File: config.mk
export PLATFORM = sky130hd
export DESIGN_NAME = ldpc_iter_ctrl_flat
export DESIGN_NICKNAME = d
export VERILOG_FILES = /design/src/rtl/ldpc_iter_ctrl_pkg.sv /design/src/rtl/ldpc_iter_ctrl_if.sv /design/src/rtl/ldpc_iter_ctrl_phase_counter.sv /design/src/rtl/ldpc_iter_ctrl.sv /design/src/flat_wrapper.sv
export SDC_FILE = /design/constraint.sdc
export NUM_CORES = 1
export LEC_CHECK = 0
export CAP_MARGIN = 20
export CORE_MARGIN = 2
export CORE_UTILIZATION = 50
export CTS_BUF_LIST = sky130_fd_sc_hd__clkbuf_8
export CTS_CLUSTER_DIAMETER = 40
export DETAILED_ROUTE_END_ITERATION = 8
export PLACE_DENSITY = 0.81
export SYNTH_ARGS = -nofsm -noshare
export SYNTH_HDL_FRONTEND = slang
export SYNTH_SLANG_ARGS = --single-unit
File: constraint.sdc
create_clock -name clk -period 3.9 [get_ports clk]
set_input_delay 0.78 -clock clk [delete_from_list [all_inputs] [get_ports clk]]
set_output_delay 0.78 -clock clk [all_outputs]
set_load 0.02 [all_outputs]
File: src/rtl/ldpc_iter_ctrl_pkg.sv
// Shared types and defaults for the LDPC iteration scheduler.
package ldpc_ctrl_pkg;
  localparam int ITER_W           = 8;
  localparam int DEF_ITER_CYCLES  = 7;
  localparam int DEF_VN_LATCH_CYC = 2;
  localparam int DEF_CN_LATCH_CYC = 4;
  localparam int DEF_MAX_ITERS    = 17;

  typedef enum logic [1:0] {
    ST_IDLE = 2'd0,
    ST_LOAD = 2'd1,
    ST_RUN  = 2'd2,
    ST_DONE = 2'd3
  } ctrl_state_e;

  function automatic int cnt_width(input int n);
    return (n <= 2) ? 1 : $clog2(n);
  endfunction
endpackage

File: src/rtl/ldpc_iter_ctrl_if.sv
// Frame handshake, datapath strobes and result bus of the iteration scheduler.
interface ldpc_iter_ctrl_if;
  import ldpc_ctrl_pkg::*;

  logic              start;
  logic              start_ready;
  logic [ITER_W-1:0] max_iters_cfg;
  logic              abort;
  logic              synd_valid;
  logic              syndrome_zero;
  logic              load_frame;
  logic              vn_latch;
  logic              cn_latch;
  logic              first_iter;
  logic [ITER_W-1:0] iteration_num;
  logic              busy;
  logic              done;
  logic              converged;
  logic              aborted;
  logic [ITER_W-1:0] iters_used;

  modport slave (
    input  start, max_iters_cfg, abort, synd_valid, syndrome_zero,
    output start_ready, load_frame, vn_latch, cn_latch, first_iter,
           iteration_num, busy, done, converged, aborted, iters_used
  );

  modport master (
    output start, max_iters_cfg, abort, synd_valid, syndrome_zero,
    input  start_ready, load_frame, vn_latch, cn_latch, first_iter,
           iteration_num, busy, done, converged, aborted, iters_used
  );
endinterface

File: src/rtl/ldpc_iter_ctrl_phase_counter.sv
// Per-iteration phase counter; wraps every ITER_CYCLES and decodes the latch strobes.
module ldpc_phase_counter
  import ldpc_ctrl_pkg::*;
#(
  parameter int ITER_CYCLES  = DEF_ITER_CYCLES,
  parameter int VN_LATCH_CYC = DEF_VN_LATCH_CYC,
  parameter int CN_LATCH_CYC = DEF_CN_LATCH_CYC
) (
  input  logic clk,
  input  logic rst,
  input  logic i_clr,
  input  logic i_en,
  output logic o_vn_latch,
  output logic o_cn_latch,
  output logic o_last_phase
);
  localparam int CW = cnt_width(ITER_CYCLES);
  localparam logic [CW-1:0] LAST_AT = CW'(ITER_CYCLES - 1);
  localparam logic [CW-1:0] VN_AT   = CW'(VN_LATCH_CYC);
  localparam logic [CW-1:0] CN_AT   = CW'(CN_LATCH_CYC);

  logic [CW-1:0] r_cycle_cnt;
  logic          w_at_last;

  assign w_at_last = (r_cycle_cnt == LAST_AT);

  always_ff @(posedge clk) begin
    if (rst || i_clr) begin
      r_cycle_cnt <= '0;
    end else if (i_en) begin
      r_cycle_cnt <= w_at_last ? '0 : r_cycle_cnt + CW'(1);
    end
  end

  // Strobes are qualified by enable so they never fire outside the RUN phase.
  assign o_vn_latch   = i_en && (r_cycle_cnt == VN_AT);
  assign o_cn_latch   = i_en && (r_cycle_cnt == CN_AT);
  assign o_last_phase = i_en && w_at_last;
endmodule

File: src/rtl/ldpc_iter_ctrl.sv
// Frame-level iteration scheduler: start/done handshake, per-iteration latch strobes,
// termination on zero syndrome, iteration cap or abort; result flags held until next start.
module ldpc_iter_ctrl
  import ldpc_ctrl_pkg::*;
#(
  parameter int ITER_CYCLES  = DEF_ITER_CYCLES,
  parameter int VN_LATCH_CYC = DEF_VN_LATCH_CYC,
  parameter int CN_LATCH_CYC = DEF_CN_LATCH_CYC,
  parameter int MAX_ITERS    = DEF_MAX_ITERS
) (
  input logic              clk,
  input logic              rst,
  ldpc_iter_ctrl_if.slave  io_ctrl
);
  ctrl_state_e       r_state;
  ctrl_state_e       w_state_nxt;
  logic [ITER_W-1:0] r_iter;
  logic [ITER_W-1:0] r_max_it;
  logic [ITER_W-1:0] r_iters_used;
  logic              r_converged;
  logic              r_aborted;
  logic              w_run;
  logic              w_accept;
  logic              w_last;
  logic              w_vn;
  logic              w_cn;
  logic              w_conv;
  logic              w_cap;

  assign w_run    = (r_state == ST_RUN);
  assign w_accept = (r_state == ST_IDLE) && io_ctrl.start;
  assign w_conv   = w_last && io_ctrl.synd_valid && io_ctrl.syndrome_zero;
  assign w_cap    = w_last && (r_iter == r_max_it - ITER_W'(1));

  ldpc_phase_counter #(
    .ITER_CYCLES  (ITER_CYCLES),
    .VN_LATCH_CYC (VN_LATCH_CYC),
    .CN_LATCH_CYC (CN_LATCH_CYC)
  ) u_phase (
    .clk          (clk),
    .rst          (rst),
    .i_clr        (!w_run),
    .i_en         (w_run),
    .o_vn_latch   (w_vn),
    .o_cn_latch   (w_cn),
    .o_last_phase (w_last)
  );

  always_ff @(posedge clk) begin
    if (rst) r_state <= ST_IDLE;
    else     r_state <= w_state_nxt;
  end

  always_comb begin
    w_state_nxt = r_state;
    case (r_state)
      ST_IDLE: if (w_accept) w_state_nxt = ST_LOAD;
      ST_LOAD: w_state_nxt = io_ctrl.abort ? ST_DONE : ST_RUN;
      ST_RUN:  if (io_ctrl.abort || w_conv || w_cap) w_state_nxt = ST_DONE;
      ST_DONE: w_state_nxt = ST_IDLE;
      default: w_state_nxt = ST_IDLE;
    endcase
  end

  // Abort reports only completed iterations, so the one in flight is not counted.
  always_ff @(posedge clk) begin
    if (rst) begin
      r_iter       <= '0;
      r_max_it     <= '0;
      r_iters_used <= '0;
      r_converged  <= 1'b0;
      r_aborted    <= 1'b0;
    end else begin
      case (r_state)
        ST_IDLE: if (w_accept) begin
          r_max_it     <= (io_ctrl.max_iters_cfg == '0) ? ITER_W'(MAX_ITERS) : io_ctrl.max_iters_cfg;
          r_iter       <= '0;
          r_iters_used <= '0;
          r_converged  <= 1'b0;
          r_aborted    <= 1'b0;
        end
        ST_LOAD: if (io_ctrl.abort) begin
          r_aborted    <= 1'b1;
          r_iters_used <= '0;
        end
        ST_RUN: begin
          if (io_ctrl.abort) begin
            r_aborted    <= 1'b1;
            r_iters_used <= r_iter;
          end else if (w_conv) begin
            r_converged  <= 1'b1;
            r_iters_used <= r_iter + ITER_W'(1);
          end else if (w_cap) begin
            r_iters_used <= r_iter + ITER_W'(1);
          end else if (w_last) begin
            r_iter <= r_iter + ITER_W'(1);
          end
        end
        default: ;
      endcase
    end
  end

  assign io_ctrl.start_ready   = (r_state == ST_IDLE);
  assign io_ctrl.load_frame    = (r_state == ST_LOAD);
  assign io_ctrl.busy          = (r_state == ST_LOAD) || w_run;
  assign io_ctrl.done          = (r_state == ST_DONE);
  assign io_ctrl.vn_latch      = w_vn;
  assign io_ctrl.cn_latch      = w_cn;
  assign io_ctrl.first_iter    = w_run && (r_iter == '0);
  assign io_ctrl.iteration_num = r_iter;
  assign io_ctrl.converged     = r_converged;
  assign io_ctrl.aborted       = r_aborted;
  assign io_ctrl.iters_used    = r_iters_used;
endmodule

File: src/flat_wrapper.sv
// flat-port wrapper written by rule: the top's interface ports become plain ports
module ldpc_iter_ctrl_flat import ldpc_ctrl_pkg::*;
#(
  parameter int ITER_CYCLES  = DEF_ITER_CYCLES,
  parameter int VN_LATCH_CYC = DEF_VN_LATCH_CYC,
  parameter int CN_LATCH_CYC = DEF_CN_LATCH_CYC,
  parameter int MAX_ITERS    = DEF_MAX_ITERS
)
  (clk, rst, io_ctrl_start, io_ctrl_max_iters_cfg, io_ctrl_abort, io_ctrl_synd_valid, io_ctrl_syndrome_zero, io_ctrl_start_ready, io_ctrl_load_frame, io_ctrl_vn_latch, io_ctrl_cn_latch, io_ctrl_first_iter, io_ctrl_iteration_num, io_ctrl_busy, io_ctrl_done, io_ctrl_converged, io_ctrl_aborted, io_ctrl_iters_used);
  ldpc_iter_ctrl_if io_ctrl_i ();
  input logic clk;
  input logic rst;
  input wire logic [$bits(io_ctrl_i.start)-1:0] io_ctrl_start;
  input wire logic [$bits(io_ctrl_i.max_iters_cfg)-1:0] io_ctrl_max_iters_cfg;
  input wire logic [$bits(io_ctrl_i.abort)-1:0] io_ctrl_abort;
  input wire logic [$bits(io_ctrl_i.synd_valid)-1:0] io_ctrl_synd_valid;
  input wire logic [$bits(io_ctrl_i.syndrome_zero)-1:0] io_ctrl_syndrome_zero;
  output wire logic [$bits(io_ctrl_i.start_ready)-1:0] io_ctrl_start_ready;
  output wire logic [$bits(io_ctrl_i.load_frame)-1:0] io_ctrl_load_frame;
  output wire logic [$bits(io_ctrl_i.vn_latch)-1:0] io_ctrl_vn_latch;
  output wire logic [$bits(io_ctrl_i.cn_latch)-1:0] io_ctrl_cn_latch;
  output wire logic [$bits(io_ctrl_i.first_iter)-1:0] io_ctrl_first_iter;
  output wire logic [$bits(io_ctrl_i.iteration_num)-1:0] io_ctrl_iteration_num;
  output wire logic [$bits(io_ctrl_i.busy)-1:0] io_ctrl_busy;
  output wire logic [$bits(io_ctrl_i.done)-1:0] io_ctrl_done;
  output wire logic [$bits(io_ctrl_i.converged)-1:0] io_ctrl_converged;
  output wire logic [$bits(io_ctrl_i.aborted)-1:0] io_ctrl_aborted;
  output wire logic [$bits(io_ctrl_i.iters_used)-1:0] io_ctrl_iters_used;
  assign io_ctrl_i.start = io_ctrl_start;
  assign io_ctrl_i.max_iters_cfg = io_ctrl_max_iters_cfg;
  assign io_ctrl_i.abort = io_ctrl_abort;
  assign io_ctrl_i.synd_valid = io_ctrl_synd_valid;
  assign io_ctrl_i.syndrome_zero = io_ctrl_syndrome_zero;
  assign io_ctrl_start_ready = io_ctrl_i.start_ready;
  assign io_ctrl_load_frame = io_ctrl_i.load_frame;
  assign io_ctrl_vn_latch = io_ctrl_i.vn_latch;
  assign io_ctrl_cn_latch = io_ctrl_i.cn_latch;
  assign io_ctrl_first_iter = io_ctrl_i.first_iter;
  assign io_ctrl_iteration_num = io_ctrl_i.iteration_num;
  assign io_ctrl_busy = io_ctrl_i.busy;
  assign io_ctrl_done = io_ctrl_i.done;
  assign io_ctrl_converged = io_ctrl_i.converged;
  assign io_ctrl_aborted = io_ctrl_i.aborted;
  assign io_ctrl_iters_used = io_ctrl_i.iters_used;
  ldpc_iter_ctrl #(.ITER_CYCLES(ITER_CYCLES), .VN_LATCH_CYC(VN_LATCH_CYC), .CN_LATCH_CYC(CN_LATCH_CYC), .MAX_ITERS(MAX_ITERS)) u_core (.clk(clk), .rst(rst), .io_ctrl(io_ctrl_i));
endmodule
==> impl_metrics.csv, run 1 <==
group,metric,value,unit
status,status,"finished, final reports clean",
final_layout,area_growth,24.3,%
power_and_ir_drop,leakage,0.971,nW
power_and_ir_drop,power_frac_comb,0.499,
logic_synthesis,netlist_area,2030,um^2
sta,period_minus_slack,3270,ps
power_and_ir_drop,p_sw_frac,0.411,
worst_setup_path,cp_slowest_cell,"clkdlybuf4s50_1",
power_and_ir_drop,internal-power,0.780,mW
detailed_routing,wl_met3,207,um
hold_path,hp-start,"u_core.io_ctrl.iters_used[4]",
logic_synthesis,yosys-top-cells-area,"dfxtp_1 (31%), nand2_1 (8.1%), mux2i_1 (4.9%)",
final_layout,diodes,0,
floorplanning,die_h,67.7,um
logic_synthesis,ys_seq_area_frac,0.306,
detailed_routing,antenna_left,0,
sta,relSlewSlack,0.541,
floorplanning,die_width,67.7,um
cts,path_clk_slew,70,ps
global_routing,overflow,0,
global_routing,grt_max_degree,23,
power_and_ir_drop,p_sw,0.545,mW
logic_synthesis,synth-edff-count,0,
logic_synthesis,synth_cell_types,49,
detailed_routing,met2_length,2.27,mm
worst_setup_path,start_kind,"flop",
logic_synthesis,synthFlopType,"dfxtp_1",
cts,root_buffer,"clkbuf_8",
hold_path,min_to,"u_core.io_ctrl.iters_used[4]",
floorplanning,io_pins,39,
logic_synthesis,async_flop_share,0,
hold_path,hold_depth,2,
logic_synthesis,synth_nets,278,
cts,cts_resized,0,
hold_path,hold_path_class,"reg -> reg",
worst_setup_path,worstSetupPathType,"reg -> out",
sta,worstMarginPinSlew,683,ps
detailed_routing,wl_met1,2.09,mm
cts,cts_buffers,5,
worst_setup_path,r2r_start,"u_core.r_state[0]",
sta,fmax,306,MHz
sta,rsz0062_at_grt,"false",
final_layout,drive_above_1_share,0.0859,
logic_synthesis,yosysTopAreaCell,"dfxtp_1",
power_and_ir_drop,power.density,525,nW/um^2
global_routing,grt_pass1_wl,7.87,mm
final_layout,fillerInstances,346,
final_layout,fin_nets,312,
global_routing,antenna_found_initial,0,
placed_design,dp_hpwl,3.39,mm
sta,final-setup-viol-count,0,
global_routing,grt_pass1_vias,1773,
detailed_routing,post_drt_via_cell_ratio,5.56,
detailed_routing,drtPass1Iterations,4,
placed_design,gp_congestion,0.810,
cts,clockBufferDepth,2,
cts,post_cts_buffers,0,
logic_synthesis,synth_top_area_frac,0.306,
floorplanning,dieArea,4580,um^2
detailed_routing,vias,1897,
detailed_routing,first_iter_violations,115,
final_layout,multiInputGateArea,1290,um^2
sta,holdWs,462,ps
worst_setup_path,r2r_cells,8,
run,cap_violations,0,
cts,insertion_delay,290,ps
worst_setup_path,cp_cell_sequence,"inv_1, ha_1, or4b_2, nor4_1, clkdlybuf4s50_1",
logic_synthesis,synth_seq_cells,31,
sta,setup_total_negative_slack,0,ps
cts,cts.sinks,31,
cts,postCtsHoldBufs,0,
logic_synthesis,avgSynthCellArea,7.90,um^2
floorplanning,core-area,3940,um^2
floorplanning,initial_core_util,0.515,
worst_setup_path,worstPathArrival,2490,ps
worst_setup_path,crit_fanout,7,
logic_synthesis,syn-instance-count,257,
power_and_ir_drop,peakVddDrop,0.000551,V
cts,tritoncts,"built",
worst_setup_path,r2r_slack,1330,ps
cts,htree_levels,2,
global_routing,grt_usage,0.228,
worst_setup_path,max_stage_delay,660,ps
placed_design,io_buffers,38,
logic_synthesis,yosysWarningCount,0,
detailed_routing,avgRoutedWirePerCell,13.6,um
worst_setup_path,crit_required,3120,ps
sta,finalClockSkew,5.08,ps
detailed_routing,wirelength,4.63,mm
sta,drv_slew,0,
sta,min_period_over_period,0.838,
power_and_ir_drop,pwr-share-clk,0.194,
detailed_routing,highest_layer,"met4",
detailed_routing,drc,0,
worst_setup_path,crit_path_end_kind,"primary output",
worst_setup_path,rr_endpoint,"u_core.io_ctrl.iteration_num[7]",
final_layout,seq_area,621,um^2
sta,hold_viol_final,0,
floorplanning,rows,23,
power_and_ir_drop,power_frac_seq,0.307,
synth_stat cells, drive strengths merged (2+ instances only):
cell and count:
o21ai 6, buf 5, xnor2 8, nor2 16, nor2b 7, nand4 4
a211oi 3, mux2 2, nor4bb 2, clkbuf 11, ha 7, nor3 9
nand2 44, nor4b 4, and3 6, or3 2, a21oi 17, dfxtp 31
xor2 10, or4 2, nor4 5, mux2i 10, inv 12, or4b 2
a22oi 3, nand3 13
final cells by class:
class,count,share of cell area
repair buffers,43,0.166
well taps,50,0.0248
flip-flops and latches,31,0.246
multi-input cells,198,0.511
clock inverters,1,0.00198
inverters,12,0.0179
clock buffers,6,0.0327
cells by family (layout without fill, tap and decap cells):
family          after synthesis  in the layout  synth area share
compound gates               40             40             0.137
xor+xnor                     18             18            0.0777
fa+ha+maj                     7              7            0.0432
buf+inv                      28             62            0.0592
flops                        31             31             0.306
mux                          12             12            0.0604
simple gates                121            121             0.316
power by group through the flow:
| stage | logic [mW] | clock network, mW | registers, mW |
|---|---|---|---|
| finish | 0.661 | 0.258 | 0.407 |
| global route | 0.727 | 0.275 | 0.414 |
| global placement | 0.654 | 0 | 0.411 |
| detailed placement | 0.657 | 0 | 0.413 |
| CTS | 0.660 | 0.265 | 0.406 |
| floorplan | 0.480 | 0 | 0.404 |
state kept, by name, indices dropped and copies added (netlist names):
signal,flops
u_core.io_ctrl.iters_used,8
u_core.io_ctrl.iteration_num,8
u_core.r_state,2
u_core.io_ctrl.aborted,1
u_core.r_max_it,8
u_core.io_ctrl.converged,1
u_core.u_phase.r_cycle_cnt,3
critical path: cells and delay by family, from the launching register on:
family,cells,cell delay (ps)
buf+inv,2,780
simple gates,2,890
fa+ha+maj,1,140
flops,1,400
through the flow:
| step | cell area [um^2] | instances | util | setup WS, ps | power (mW) |
|---|---|---|---|---|---|
| detailed placement | 2430 | 334 | 0.618 | 937 | 1.07 |
| floorplan | 2030 | 257 | - | 1200 | 0.884 |
| global placement | 2430 | 334 | 0.618 | 1020 | 1.07 |
| global route | 2520 | 341 | 0.640 | 515 | 1.42 |
| CTS | 2520 | 341 | 0.640 | 628 | 1.33 |
| finish | 2520 | 341 | 0.640 | 631 | 1.32 |
routing by layer:
layer | vias up | GRT usage
li1 | 970 | -
met1 | 879 | 0.266
met2 | 42 | 0.398
met3 | 6 | 0.0500
met4 | 0 | 0.0944
met5 | - | 0
placed cells by master, fill, tap and decap left out, types with 2 or more instances in the layout:
| cell type | synthesis | final |
|---|---|---|
| nor4bb_1 | 2 | 2 |
| xor2_1 | 10 | 10 |
| clkdlybuf4s50_1 | 0 | 38 |
| a22oi_1 | 3 | 3 |
| buf_4 | 0 | 5 |
| mux2_2 | 2 | 2 |
| nand2_1 | 44 | 44 |
| a211oi_1 | 2 | 2 |
| nor2_1 | 16 | 16 |
| or4_4 | 2 | 2 |
| and3_1 | 6 | 6 |
| clkbuf_8 | 0 | 6 |
| or4b_2 | 2 | 2 |
| mux2i_1 | 10 | 10 |
| nor2b_1 | 7 | 7 |
| nand3_1 | 13 | 13 |
| a21oi_1 | 15 | 15 |
| nor4_1 | 3 | 3 |
| ha_1 | 7 | 7 |
| nand4_1 | 4 | 4 |
| o21ai_0 | 6 | 6 |
| nor4b_1 | 4 | 4 |
| or3_1 | 2 | 2 |
| inv_1 | 11 | 11 |
| dfxtp_1 | 31 | 31 |
| nor3_1 | 9 | 9 |
| xnor2_1 | 8 | 8 |
worst max path at each step:
stage / start / to / slack (ps) / depth (start not counted)
after floorplan: u_core.io_ctrl.iteration_num[0] / io_ctrl_first_iter / 1200 / 4
after global placement: u_core.io_ctrl.iteration_num[0] / io_ctrl_first_iter / 1020 / 5
after detailed placement: u_core.io_ctrl.iteration_num[0] / io_ctrl_first_iter / 940 / 5
after CTS: u_core.io_ctrl.iteration_num[0] / io_ctrl_first_iter / 630 / 5
after global routing: u_core.io_ctrl.iteration_num[0] / io_ctrl_first_iter / 510 / 5
final: u_core.io_ctrl.iteration_num[0] / io_ctrl_first_iter / 630 / 5
Power figures use the tool's default switching activity.
==> run 2, diff against run 1 <==
Clock period 3.9 ns to 3.2 ns, I/O delays scaled along.
==> impl_metrics.csv, run 2 (synthesis gave the netlist of run 1 again) <==
group,metric,value,unit
detailed_routing,post_drt_via_cell_ratio,5.64,
sta,period_minus_slack,2720,ps
sta,setup_total_negative_slack,0,ps
global_routing,grt_pass1_vias,1830,
final_layout,mostFrequentLayoutCell,"nand2_1",
worst_setup_path,worstPathArrival,2080,ps
worst_setup_path,rr_endpoint,"u_core.r_state[0]",
final_layout,diodes,0,
cts,cts_buffers,5,
worst_setup_path,r2r_cells,8,
detailed_routing,antenna_left,0,
floorplanning,die_h,67.7,um
global_routing,grt_max_degree,23,
placed_design,post_dp_cell_area,2440,um^2
placed_design,place_ws,404,ps
worst_setup_path,r2r_start,"u_core.r_state[0]",
detailed_routing,wirelength,4.63,mm
cts,htree_levels,2,
detailed_routing,drc,0,
floorplanning,die_width,67.7,um
final_layout,area_growth,24.6,%
worst_setup_path,crit_required,2560,ps
power_and_ir_drop,leakage,0.995,nW
worst_setup_path,crit_fanout,7,
sta,final-setup-viol-count,0,
worst_setup_path,crit_path_end_kind,"primary output",
global_routing,use_met3,0.0583,
sta,hold_viol_final,0,
cts,insertion_delay,290,ps
final_layout,fin_nets,313,
floorplanning,core-area,3940,um^2
power_and_ir_drop,peakVddDrop,0.000689,V
global_routing,grt.met1_usage,0.267,
power_and_ir_drop,power,1.62,mW
floorplanning,io_pins,39,
cts,root_buffer,"clkbuf_8",
placed_design,dp_hpwl,3.36,mm
cts,cts_resized,0,
floorplanning,initial_core_util,0.515,
final_layout,layout_common_cells,"nand2_1 (44), clkdlybuf4s50_1 (37), dfxtp_1 (31)",
sta,min_period_over_period,0.851,
cts,path_clk_slew,70,ps
placed_design,gp_congestion,0.864,
global_routing,grt_usage,0.229,
global_routing,overflow,0,
sta,drv_slew,0,
cts,cts.sinks,31,
hold_path,min_to,"u_core.io_ctrl.iters_used[4]",
sta,rsz0062_at_grt,"false",
cts,postCtsHoldBufs,0,
sta,fmax,367,MHz
detailed_routing,first_iter_violations,91,
detailed_routing,vias,1936,
placed_design,io_buffers,38,
hold_path,hold_depth,2,
sta,relSlewSlack,0.550,
worst_setup_path,r2r_slack,700,ps
status,status,"finished, final reports clean",
final_layout,final_area,2530,um^2
detailed_routing,drtPass1Iterations,4,
detailed_routing,avgRoutedWirePerCell,13.5,um
hold_path,hold_path_class,"reg -> reg",
sta,worstMarginPinSlew,674,ps
global_routing,grt_pass1_wl,7.94,mm
sta,worst_slack,477,ps
worst_setup_path,start_kind,"flop",
global_routing,busiest_layer,"met2",
global_routing,met2_usage,0.395,
worst_setup_path,worstSetupPathType,"reg -> out",
global_routing,antenna_found_initial,0,
run,cap_violations,0,
cts,post_cts_buffers,0,
floorplanning,dieArea,4580,um^2
final_layout,drive_above_1_share,0.0922,
sta,finalClockSkew,4.57,ps
cts,clockBufferDepth,2,
floorplanning,rows,23,
power_and_ir_drop,power.density,640,nW/um^2
cts,tritoncts,"built",
hold_path,hp-start,"u_core.io_ctrl.iters_used[4]",
## run 2: metal layers
metal | up-vias | share of wire | routed length [um]
met3 | 12 | 0.048 | 224
met1 | 892 | 0.45 | 2070
met5 | - | 0 | 0
met2 | 51 | 0.48 | 2200
met4 | 0 | 0.028 | 131
li1 | 981 | - | -
## run 2: worst max path at each step
stage | from | end
final | u_core.io_ctrl.iteration_num[0] | io_ctrl_first_iter
after detailed placement | u_core.io_ctrl.iteration_num[0] | io_ctrl_first_iter
after floorplan | u_core.io_ctrl.iteration_num[0] | io_ctrl_first_iter
after global placement | u_core.io_ctrl.iteration_num[0] | io_ctrl_first_iter
after CTS | u_core.io_ctrl.iteration_num[0] | io_ctrl_first_iter
after global routing | u_core.io_ctrl.iteration_num[0] | io_ctrl_first_iter
## run 2: through the flow
step | hold slack, ps | std cells | util
2_1_floorplan | 450 | 257 | -
3_3_place_gp | 444 | 335 | 0.619
3_5_place_dp | 451 | 335 | 0.619
4_1_cts | 461 | 343 | 0.641
5_1_grt | 486 | 343 | 0.641
6_report | 457 | 343 | 0.641
## run 2: power by group
group | switching (mW) | internal (mW)
logic | 0.457 | 0.361
registers | 0.0649 | 0.432
clock network | 0.155 | 0.149
total | 0.677 | 0.942
## run 2: final cells by class
| class | count | area (um^2) |
|---|---|---|
| fillers | 363 | 1410 |
| inverters | 12 | 45.0 |
| repair buffers | 44 | 428 |
| multi-input cells | 198 | 1290 |
| clock buffers | 5 | 68.8 |
| well taps | 50 | 62.6 |
| clock inverters | 3 | 15.0 |
| flip-flops and latches | 31 | 621 |
## run 2: critical path: stages, from the launching register on
cell and delay (ps):
dfxtp_1 390, inv_1 120, ha_1 140, or4b_2 570, nor4_1 290, dlymetal6s2s_1 270
==> run 3, diff against run 2 <==
--- a/config.mk
+++ b/config.mk
@@ -9,3 +9,3 @@
 export CORE_MARGIN = 2
-export CORE_UTILIZATION = 50
+export CORE_UTILIZATION = 25
 export CTS_BUF_LIST = sky130_fd_sc_hd__clkbuf_8
@@ -13,3 +13,3 @@
 export DETAILED_ROUTE_END_ITERATION = 8
-export PLACE_DENSITY = 0.81
+export PLACE_DENSITY = 0.48
 export SYNTH_ARGS = -nofsm -noshare
==> constraint.sdc (replaced) <==
create_clock -name clk -period 3.2 [get_ports clk]
set_input_delay 0.32 -clock clk [delete_from_list [all_inputs] [get_ports clk]]
set_output_delay 0.32 -clock clk [all_outputs]
set_load 0.02 [all_outputs]
==> impl_metrics.csv, run 3 (synthesis gave the netlist of run 1 again) <==
group,metric,value,unit
sta,fmax,353,MHz
sta,relSlewSlack,0.497,
placed_design,place_ws,656,ps
worst_setup_path,worstSetupPathType,"reg -> out",
final_layout,area_growth,27.6,%
detailed_routing,met2_length,2.52,mm
global_routing,grt_usage,0.131,
floorplanning,rows,32,
sta,setup_total_negative_slack,0,ps
cts,root_buffer,"clkbuf_8",
worst_setup_path,start_kind,"flop",
global_routing,overflow,0,
detailed_routing,highest_layer,"met4",
detailed_routing,wl_met3,312,um
detailed_routing,wl_met1,2.62,mm
cts,tritoncts,"built",
status,status,"finished, final reports clean",
cts,postCtsHoldBufs,0,
global_routing,grt_max_degree,23,
cts,path_clk_slew,70,ps
power_and_ir_drop,power.density,626,nW/um^2
sta,final-setup-viol-count,0,
placed_design,post_dp_cell_area,2510,um^2
worst_setup_path,r2r_start,"u_core.r_state[0]",
sta,holdWs,458,ps
floorplanning,dieArea,8850,um^2
placed_design,gp_congestion,0.761,
cts,cts.sinks,31,
detailed_routing,avgRoutedWirePerCell,13.9,um
global_routing,grt_pass1_wl,9.11,mm
final_layout,layout_common_cells,"nand2_1 (44), clkdlybuf4s50_1 (38), dfxtp_1 (31)",
cts,cts_buffers,5,
detailed_routing,post_drt_via_cell_ratio,4.85,
detailed_routing,drc,0,
floorplanning,core-area,7810,um^2
worst_setup_path,r2r_cells,8,
floorplanning,die_width,94.1,um
hold_path,hp-start,"u_core.io_ctrl.iters_used[6]",
sta,finalClockSkew,6.41,ps
placed_design,io_buffers,38,
cts,insertion_delay,290,ps
global_routing,grt_pass1_vias,1819,
sta,rsz0062_at_grt,"false",
worst_setup_path,r2r_slack,680,ps
final_layout,final_area,2590,um^2
floorplanning,io_pins,39,
final_layout,final_core_util,0.332,
final_layout,drive_above_1_share,0.0853,
detailed_routing,first_iter_violations,87,
detailed_routing,drtPass1Iterations,4,
cts,cts_resized,0,
run,cap_violations,0,
final_layout,mostFrequentLayoutCell,"nand2_1",
worst_setup_path,worstPathArrival,2510,ps
detailed_routing,vias,1917,
power_and_ir_drop,leakage,0.981,nW
hold_path,min_to,"u_core.io_ctrl.iters_used[6]",
final_layout,fin_nets,313,
worst_setup_path,crit_path_end_kind,"primary output",
placed_design,dp_hpwl,3.97,mm
cts,clockBufferDepth,2,
final_layout,diodes,0,
final_layout,fillerInstances,846,
detailed_routing,antenna_left,0,
hold_path,hold_depth,2,
worst_setup_path,crit_required,2880,ps
cts,htree_levels,2,
sta,drv_slew,0,
global_routing,antenna_found_initial,0,
hold_path,hold_path_class,"reg -> reg",
detailed_routing,wirelength,5.49,mm
cts,post_cts_buffers,0,
sta,hold_viol_final,0,
sta,worst_slack,366,ps
sta,period_minus_slack,2830,ps
floorplanning,die_h,94.1,um
worst_setup_path,crit_fanout,7,
worst_setup_path,rr_endpoint,"u_core.r_state[0]",
sta,min_period_over_period,0.886,
floorplanning,initial_core_util,0.260,
power_and_ir_drop,peakVddDrop,0.000553,V
sta,worstMarginPinSlew,754,ps
[run 3: cell types whose count changed in the layout (fill, tap and decap cells not counted), sizes merged]
cell,previous run,this run
clkdlybuf4s50,37,38
clkinv,3,1
inv,12,14
dlymetal6s2s,1,0
[run 3: routing by layer]
layer  track usage  up-vias
li1              -      969
met1         0.171      886
met2         0.217       59
met3        0.0321        3
met4        0.0290        0
met5             0        -
[run 3: power by group]
part | total (mW) | leakage, nW | switching, mW | internal (mW)
Combinational | 0.825 | 0.679 | 0.475 | 0.350
Clock | 0.301 | 0.0505 | 0.155 | 0.146
Sequential | 0.495 | 0.252 | 0.0633 | 0.432
Total | 1.62 | 0.981 | 0.693 | 0.928
[run 3: critical path, stage by stage, from the launching register on]
cell             delay, ps
dfxtp_1                400
inv_1                  110
ha_1                   130
or4b_2                 580
nor4_1                 330
clkdlybuf4s50_1        670
[run 3: worst max-delay path by stage]
| stage | start | end | slack, ps |
|---|---|---|---|
| 6_report | u_core.io_ctrl.iteration_num[0] | io_ctrl_first_iter | 370 |
| 5_1_grt | u_core.io_ctrl.iteration_num[0] | io_ctrl_first_iter | 190 |
| 4_1_cts | u_core.io_ctrl.iteration_num[0] | io_ctrl_first_iter | 320 |
| 3_5_place_dp | u_core.io_ctrl.iteration_num[0] | io_ctrl_first_iter | 660 |
| 3_3_place_gp | u_core.io_ctrl.iteration_num[0] | io_ctrl_first_iter | 670 |
| 2_1_floorplan | u_core.io_ctrl.iteration_num[3] | u_core.r_state[1] | 900 |
[run 3: layout make-up]
class	instances	area, um^2	share of cell area
multi-input combinational	198	1290	0.498
sequential	31	621	0.240
timing repair buffer	44	425	0.164
tap	102	128	0.0493
clock buffer	5	68.8	0.0266
inverter	12	45.0	0.0174
clock inverter	3	12.5	0.00483
[run 3: metrics by stage]
| stage | power, mW | cells |
|---|---|---|
| final | 1.62 | 395 |
| after global routing | 1.74 | 395 |
| after CTS | 1.63 | 395 |
| after detailed placement | 1.33 | 387 |
| after global placement | 1.33 | 387 |
| after floorplan | 1.08 | 257 |
